[config.mk]
export PLATFORM = sky130hd
export DESIGN_NAME = irq_arbiter_flat
export DESIGN_NICKNAME = d
export VERILOG_FILES = /design/src/rtl/irq_arbiter_if.sv /design/src/rtl/irq_arbiter.sv /design/src/flat_wrapper.sv
export SDC_FILE = /design/constraint.sdc
export NUM_CORES = 1
export LEC_CHECK = 0
export CORE_UTILIZATION = 46
export CTS_BUF_LIST = sky130_fd_sc_hd__clkbuf_4 sky130_fd_sc_hd__clkbuf_8 sky130_fd_sc_hd__clkbuf_16
export DETAILED_ROUTE_END_ITERATION = 8
export GPL_TIMING_DRIVEN = 0
export PLACE_DENSITY = 0.78
export SYNTH_ARGS = -nofsm -noshare
export SYNTH_HDL_FRONTEND = slang
export SYNTH_SLANG_ARGS = --single-unit
[constraint.sdc]
create_clock -name clk -period 1.95 [get_ports clk]
set_clock_uncertainty 0.2 [all_clocks]
set_input_delay 0.195 -clock clk [delete_from_list [all_inputs] [get_ports clk]]
set_output_delay 0.195 -clock clk [all_outputs]
set_load 0.05 [all_outputs]
[src/rtl/irq_arbiter_if.sv]
// Bus bundle between the interrupt sources/counter side and irq_arbiter.
// master drives requests, mask writes and the accept/EOI handshake; slave is the arbiter.
interface irq_arbiter_if;
    logic [6:0] src_req;
    logic       mask_wr;
    logic [6:0] mask_data;
    logic [6:0] pend_clr;
    logic       inter_i;
    logic       eoi_i;
    logic [2:0] irq_code;
    logic       busy;
    logic [2:0] act_code;
    logic [6:0] mask_q;
    logic [6:0] pend_q;

    modport master (
        output src_req, mask_wr, mask_data, pend_clr, inter_i, eoi_i,
        input  irq_code, busy, act_code, mask_q, pend_q
    );

    modport slave (
        input  src_req, mask_wr, mask_data, pend_clr, inter_i, eoi_i,
        output irq_code, busy, act_code, mask_q, pend_q
    );
endinterface

[src/rtl/irq_arbiter.sv]
// Interrupt front-end: synchronises 7 request lines, latches edges, masks and priority-encodes them.
// Define IRQ_LEVEL_EN for level-sensitive pending (pend_q follows the synchronised lines).
//
// state   | meaning
// IDLE    | nothing offered; waits for an eligible pending source
// REQ     | irq_code offered to the counter, re-evaluated each cycle until accepted
// SERVICE | one interrupt in service; offers suppressed until eoi_i
module irq_arbiter #(
    parameter int         SYNC_STAGES = 2,
    parameter logic [6:0] MASK_RST    = 7'h7F
) (
    input logic           clk,
    input logic           rst,
    irq_arbiter_if.slave  bus
);

    typedef enum logic [1:0] {
        IDLE    = 2'd0,
        REQ     = 2'd1,
        SERVICE = 2'd2
    } state_t;

    logic [SYNC_STAGES-1:0][6:0] sync_q;
    logic [6:0] prev_q;
    logic [6:0] pend_q, pend_d;
    logic [6:0] mask_q;
    logic [6:0] sync_out;
    logic [6:0] edge_det;
    logic [6:0] elig;
    logic [6:0] accept_clr;
    logic [2:0] win_code;

    state_t     state_q, state_d;
    logic [2:0] irq_code_q, irq_code_d;
    logic [2:0] act_code_q, act_code_d;
    logic       busy_q, busy_d;

    assign sync_out = sync_q[SYNC_STAGES-1];
    assign edge_det = sync_out & ~prev_q;
    assign elig     = pend_q & mask_q;

    always_ff @(posedge clk or posedge rst) begin
        if (rst) begin
            sync_q <= '0;
            prev_q <= '0;
            pend_q <= '0;
            mask_q <= MASK_RST;
        end else begin
            sync_q[0] <= bus.src_req;
            for (int k = 1; k < SYNC_STAGES; k++) begin
                sync_q[k] <= sync_q[k-1];
            end
            prev_q <= sync_out;
            pend_q <= pend_d;
            if (bus.mask_wr) begin
                mask_q <= bus.mask_data;
            end
        end
    end

`ifdef IRQ_LEVEL_EN
    always_comb begin
        pend_d = sync_out;
    end
`else
    // A fresh edge outranks any clear landing in the same cycle.
    always_comb begin
        pend_d = (pend_q & ~bus.pend_clr & ~accept_clr) | edge_det;
    end
`endif

    // Ascending scan so the highest eligible bit is the last one written.
    always_comb begin
        win_code = 3'd0;
        for (int i = 0; i < 7; i++) begin
            if (elig[i]) begin
                win_code = 3'(i + 1);
            end
        end
    end

    always_ff @(posedge clk or posedge rst) begin
        if (rst) begin
            state_q    <= IDLE;
            irq_code_q <= 3'd0;
            act_code_q <= 3'd0;
            busy_q     <= 1'b0;
        end else begin
            state_q    <= state_d;
            irq_code_q <= irq_code_d;
            act_code_q <= act_code_d;
            busy_q     <= busy_d;
        end
    end

    always_comb begin
        state_d    = state_q;
        irq_code_d = irq_code_q;
        act_code_d = act_code_q;
        busy_d     = busy_q;
        accept_clr = 7'd0;
        unique case (state_q)
            IDLE: begin
                irq_code_d = win_code;
                if (win_code != 3'd0) begin
                    state_d = REQ;
                end
            end
            REQ: begin
                if (win_code == 3'd0) begin
                    state_d    = IDLE;
                    irq_code_d = 3'd0;
                end else if (bus.inter_i) begin
                    // The counter accepted what it saw, i.e. the registered offer.
                    state_d    = SERVICE;
                    act_code_d = irq_code_q;
                    irq_code_d = 3'd0;
                    busy_d     = 1'b1;
                    for (int i = 0; i < 7; i++) begin
                        accept_clr[i] = (irq_code_q == 3'(i + 1));
                    end
                end else begin
                    irq_code_d = win_code;
                end
            end
            SERVICE: begin
                irq_code_d = 3'd0;
                if (bus.eoi_i) begin
                    state_d    = IDLE;
                    act_code_d = 3'd0;
                    busy_d     = 1'b0;
                end
            end
            default: begin
                state_d    = IDLE;
                irq_code_d = 3'd0;
                act_code_d = 3'd0;
                busy_d     = 1'b0;
            end
        endcase
    end

    assign bus.irq_code = irq_code_q;
    assign bus.act_code = act_code_q;
    assign bus.busy     = busy_q;
    assign bus.mask_q   = mask_q;
    assign bus.pend_q   = pend_q;

endmodule

[src/flat_wrapper.sv]
// flat-port wrapper written by rule: the top's interface ports become plain ports
module irq_arbiter_flat 
#(
    parameter int         SYNC_STAGES = 2,
    parameter logic [6:0] MASK_RST    = 7'h7F
)
  (clk, rst, bus_src_req, bus_mask_wr, bus_mask_data, bus_pend_clr, bus_inter_i, bus_eoi_i, bus_irq_code, bus_busy, bus_act_code, bus_mask_q, bus_pend_q);
  irq_arbiter_if bus_i ();
  input logic clk;
  input logic rst;
  input wire logic [$bits(bus_i.src_req)-1:0] bus_src_req;
  input wire logic [$bits(bus_i.mask_wr)-1:0] bus_mask_wr;
  input wire logic [$bits(bus_i.mask_data)-1:0] bus_mask_data;
  input wire logic [$bits(bus_i.pend_clr)-1:0] bus_pend_clr;
  input wire logic [$bits(bus_i.inter_i)-1:0] bus_inter_i;
  input wire logic [$bits(bus_i.eoi_i)-1:0] bus_eoi_i;
  output wire logic [$bits(bus_i.irq_code)-1:0] bus_irq_code;
  output wire logic [$bits(bus_i.busy)-1:0] bus_busy;
  output wire logic [$bits(bus_i.act_code)-1:0] bus_act_code;
  output wire logic [$bits(bus_i.mask_q)-1:0] bus_mask_q;
  output wire logic [$bits(bus_i.pend_q)-1:0] bus_pend_q;
  assign bus_i.src_req = bus_src_req;
  assign bus_i.mask_wr = bus_mask_wr;
  assign bus_i.mask_data = bus_mask_data;
  assign bus_i.pend_clr = bus_pend_clr;
  assign bus_i.inter_i = bus_inter_i;
  assign bus_i.eoi_i = bus_eoi_i;
  assign bus_irq_code = bus_i.irq_code;
  assign bus_busy = bus_i.busy;
  assign bus_act_code = bus_i.act_code;
  assign bus_mask_q = bus_i.mask_q;
  assign bus_pend_q = bus_i.pend_q;
  irq_arbiter #(.SYNC_STAGES(SYNC_STAGES), .MASK_RST(MASK_RST)) u_core (.clk(clk), .rst(rst), .bus(bus_i));
endmodule
==> results.sh <==
export IMPL_coreArea_sq_mm=0.00334
export IMPL_antenna_cells=0
export IMPL_clock_path_buffers=2
export IMPL_grt_use_total_pct=18.3
export IMPL_synthFlopType="dfrtp_1"
export IMPL_synth_edff_count=0
export IMPL_io_buffers=45
export IMPL_nets=200
export IMPL_area_delta_synth_final_pct=37.6
export IMPL_avgRoutedWirePerCell_um=13.8
export IMPL_synth_nets=146
export IMPL_drt_iter0_markers=36
export IMPL_max_cap_violations=0
export IMPL_period_share_pct=96.5
export IMPL_synth_common_cells="37 x dfrtp_1, 15 x inv_1, 11 x nand2_1"
export IMPL_status="finished, final reports clean"
export IMPL_drive_gt1_share_pct=18.3
export IMPL_crit_fanout=4
export IMPL_route_vias_total=1123
export IMPL_cp_required_ps=1550
export IMPL_grt_antenna_before_repair=0
export IMPL_setup_viol=0
export IMPL_hold_ws_ps=76.3
export IMPL_antenna_left=0
export IMPL_drc_errors=0
export IMPL_dr_pass1_iters=6
export IMPL_slew_violations=0
export IMPL_ir_worst_vdd_mv=0.549
export IMPL_die_w_um=60.8
export IMPL_synth_top_cell_area_share_pct=58.1
export IMPL_ys_seq_elements=44
export IMPL_arrival_ps=1490
export IMPL_power_w=0.00245
export IMPL_cts_sinks=44
export IMPL_maxSlewHeadroom_pct=42.7
export IMPL_clock_latency_ps=350
export IMPL_critPathLaunchType="register"
export IMPL_yosys_area_top_type="dfrtp_1"
export IMPL_pin_count=47
export IMPL_crit_buf_inv=1
export IMPL_yosysSeqAreaShare_pct=69.7
export IMPL_drt_total_wl_um=3060
export IMPL_grt_pass1_wl_um=4780
export IMPL_max_slew_worst_pin_slew_ps=859
export IMPL_hold_viol_final=0
export IMPL_vias_per_cell=5.08
export IMPL_fillers=286
export IMPL_start_util_pct=47.7
export IMPL_cellLeakagePower_nw=1.04
export IMPL_synth_area_sq_mm=0.00159
export IMPL_num_rows=21
export IMPL_path_class="reg -> out"
export IMPL_synth_cells=120
export IMPL_slowest_delay_ps=590
export IMPL_wl_met1_um=1230
export IMPL_clk_transition_reported_paths_ps=130
export IMPL_hold_class="in -> reg"
export IMPL_fmax_mhz=531
export IMPL_synth_avg_cell_area_sq_um=13.3
export IMPL_end_kind="output pin"
export IMPL_path_cells="dlygate4sd2_1"
export IMPL_dr_wl_met2_um=1580
export IMPL_final_util_pct=65.7
export IMPL_gr_total_overflow=0
export IMPL_rsz0062_at_grt="true"
export IMPL_root_buffer="clkbuf_4"
export IMPL_grt_max_degree=45
export IMPL_cts_hold_fix_buffers=0
export IMPL_synth_distinct_cells=30
export IMPL_die_height_um=60.8
export IMPL_dp_final_hpwl_um=2230
export IMPL_synth_warnings=0
export IMPL_htree_num_levels=2
export IMPL_fin_crit_ps=1880
export IMPL_tritoncts="done"
export IMPL_synthTopCellsByArea="dfrtp_1 58%, dfstp_2 12%, mux2_2 4.9%"
export IMPL_routed_top_layer="met4"
export IMPL_dieArea_sq_mm=0.00370
export IMPL_wl_met3_um=136
export IMPL_grt_pass1_vias=1116
export IMPL_powerDensity_mw_per_mm2=1120
export IMPL_numCtsBuffers=5
export IMPL_crit_family="flip-flops"
export IMPL_yosysMostFrequentCell="dfrtp_1"
export IMPL_ys_async_sr_fraction_pct=100
export IMPL_gp_congestion=0.791
export IMPL_slowest_stage="dfstp_2"
-- per-stage QoR --
stage / cells / setup slack, ps / setup TNS, ps / area [sq um]
6_report: 221 / 68.5 / 0 / 2190
5_1_grt: 221 / -25.5 / -67.1 / 2190
4_1_cts: 219 / 6.44 / 0 / 2140
3_5_place_dp: 211 / 7.54 / 0 / 2100
3_3_place_gp: 211 / -252 / -9280 / 2100
2_1_floorplan: 120 / 1.48 / 0 / 1590
-- metal layers --
| metal | up-vias | global-route usage, % |
|---|---|---|
| met5 | - | 0 |
| met4 | 0 | 8.77 |
| met3 | 11 | 7.04 |
| met2 | 37 | 29.8 |
| met1 | 543 | 21.3 |
| li1 | 532 | - |
-- timing repair --
action / 4_1_cts / 5_1_grt
pin swaps: 0 / 8
buffers inserted: 0 / 2
gates resized for setup: 17 / 9
endpoints found under the setup margin: 17 / 9
-- final timing paths --
check                                           from  depth (start not counted)  slack [ps]                      to
worst min register to register      u_core.sync_q[0]                          0         160      u_core.sync_out[0]
worst max-delay path            u_core.bus.mask_q[6]                          1          70           bus_mask_q[6]
max in group asynchronous                        rst                          2         880  u_core.bus.irq_code[2]
worst max register to register  u_core.bus.mask_q[4]                          5          70    u_core.bus.pend_q[1]
min in group asynchronous                        rst                          2         130    u_core.bus.pend_q[6]
worst min-delay path                  bus_src_req[5]                          1          80        u_core.sync_q[5]
-- cell type report --
type | count | area [sq um] | area share (%)
Sequential cell | 44 | 1110 | 50.6
Clock buffer | 7 | 52.6 | 2.40
Inverter | 15 | 56.3 | 2.57
Multi-Input combinational cell | 59 | 439 | 20.0
Buffer | 2 | 15.0 | 0.685
Timing Repair Buffer | 47 | 453 | 20.7
Tap cell | 46 | 57.6 | 2.63
Clock inverter | 1 | 8.76 | 0.400
-- power breakdown --
| part | leakage, nW | total, W | internal (W) | switching, W |
|---|---|---|---|---|
| registers | 0.518 | 0.00119 | 0.00105 | 0.000136 |
| clock network | 0.0363 | 0.000443 | 0.000173 | 0.000270 |
| logic | 0.483 | 0.000818 | 0.000299 | 0.000519 |
| total | 1.04 | 0.00245 | 0.00152 | 0.000925 |
-- placed cells by master (no fill, tap or decap), drive strengths merged, types with 2 or more instances in the layout --
cell type	synthesis	routed
a21oi	4	4
a22o	2	2
a22oi	3	3
a32o	2	2
buf	1	4
clkbuf	1	8
clkdlybuf4s50	0	24
dfrtp	37	37
dfstp	7	7
dlygate4sd2	0	16
dlymetal6s2s	0	4
inv	15	15
mux2	7	7
nand2	11	11
nor3b	2	2
nor4b	2	2
o21ai	7	7
o311ai	2	2
o32ai	4	4
-- flip-flops by register name (all words and copies together) (netlist names) --
| name | flops |
|---|---|
| u_core.bus.act_code | 3 |
| u_core.bus.busy | 1 |
| u_core.state_q | 2 |
| u_core.prev_q | 7 |
| u_core.bus.irq_code | 3 |
| u_core.bus.mask_q | 7 |
| u_core.sync_q | 7 |
| u_core.sync_out | 7 |
| u_core.bus.pend_q | 7 |
-- cell families after synthesis --
| family | share of synthesized area (%) |
|---|---|
| and+or+nand+nor | 7.62 |
| buffers and inverters | 4.48 |
| muxes | 4.95 |
| DFF | 69.7 |
| AOI/OAI and AO/OA | 13.3 |
Note: power is estimated with default switching activity, not from simulation.
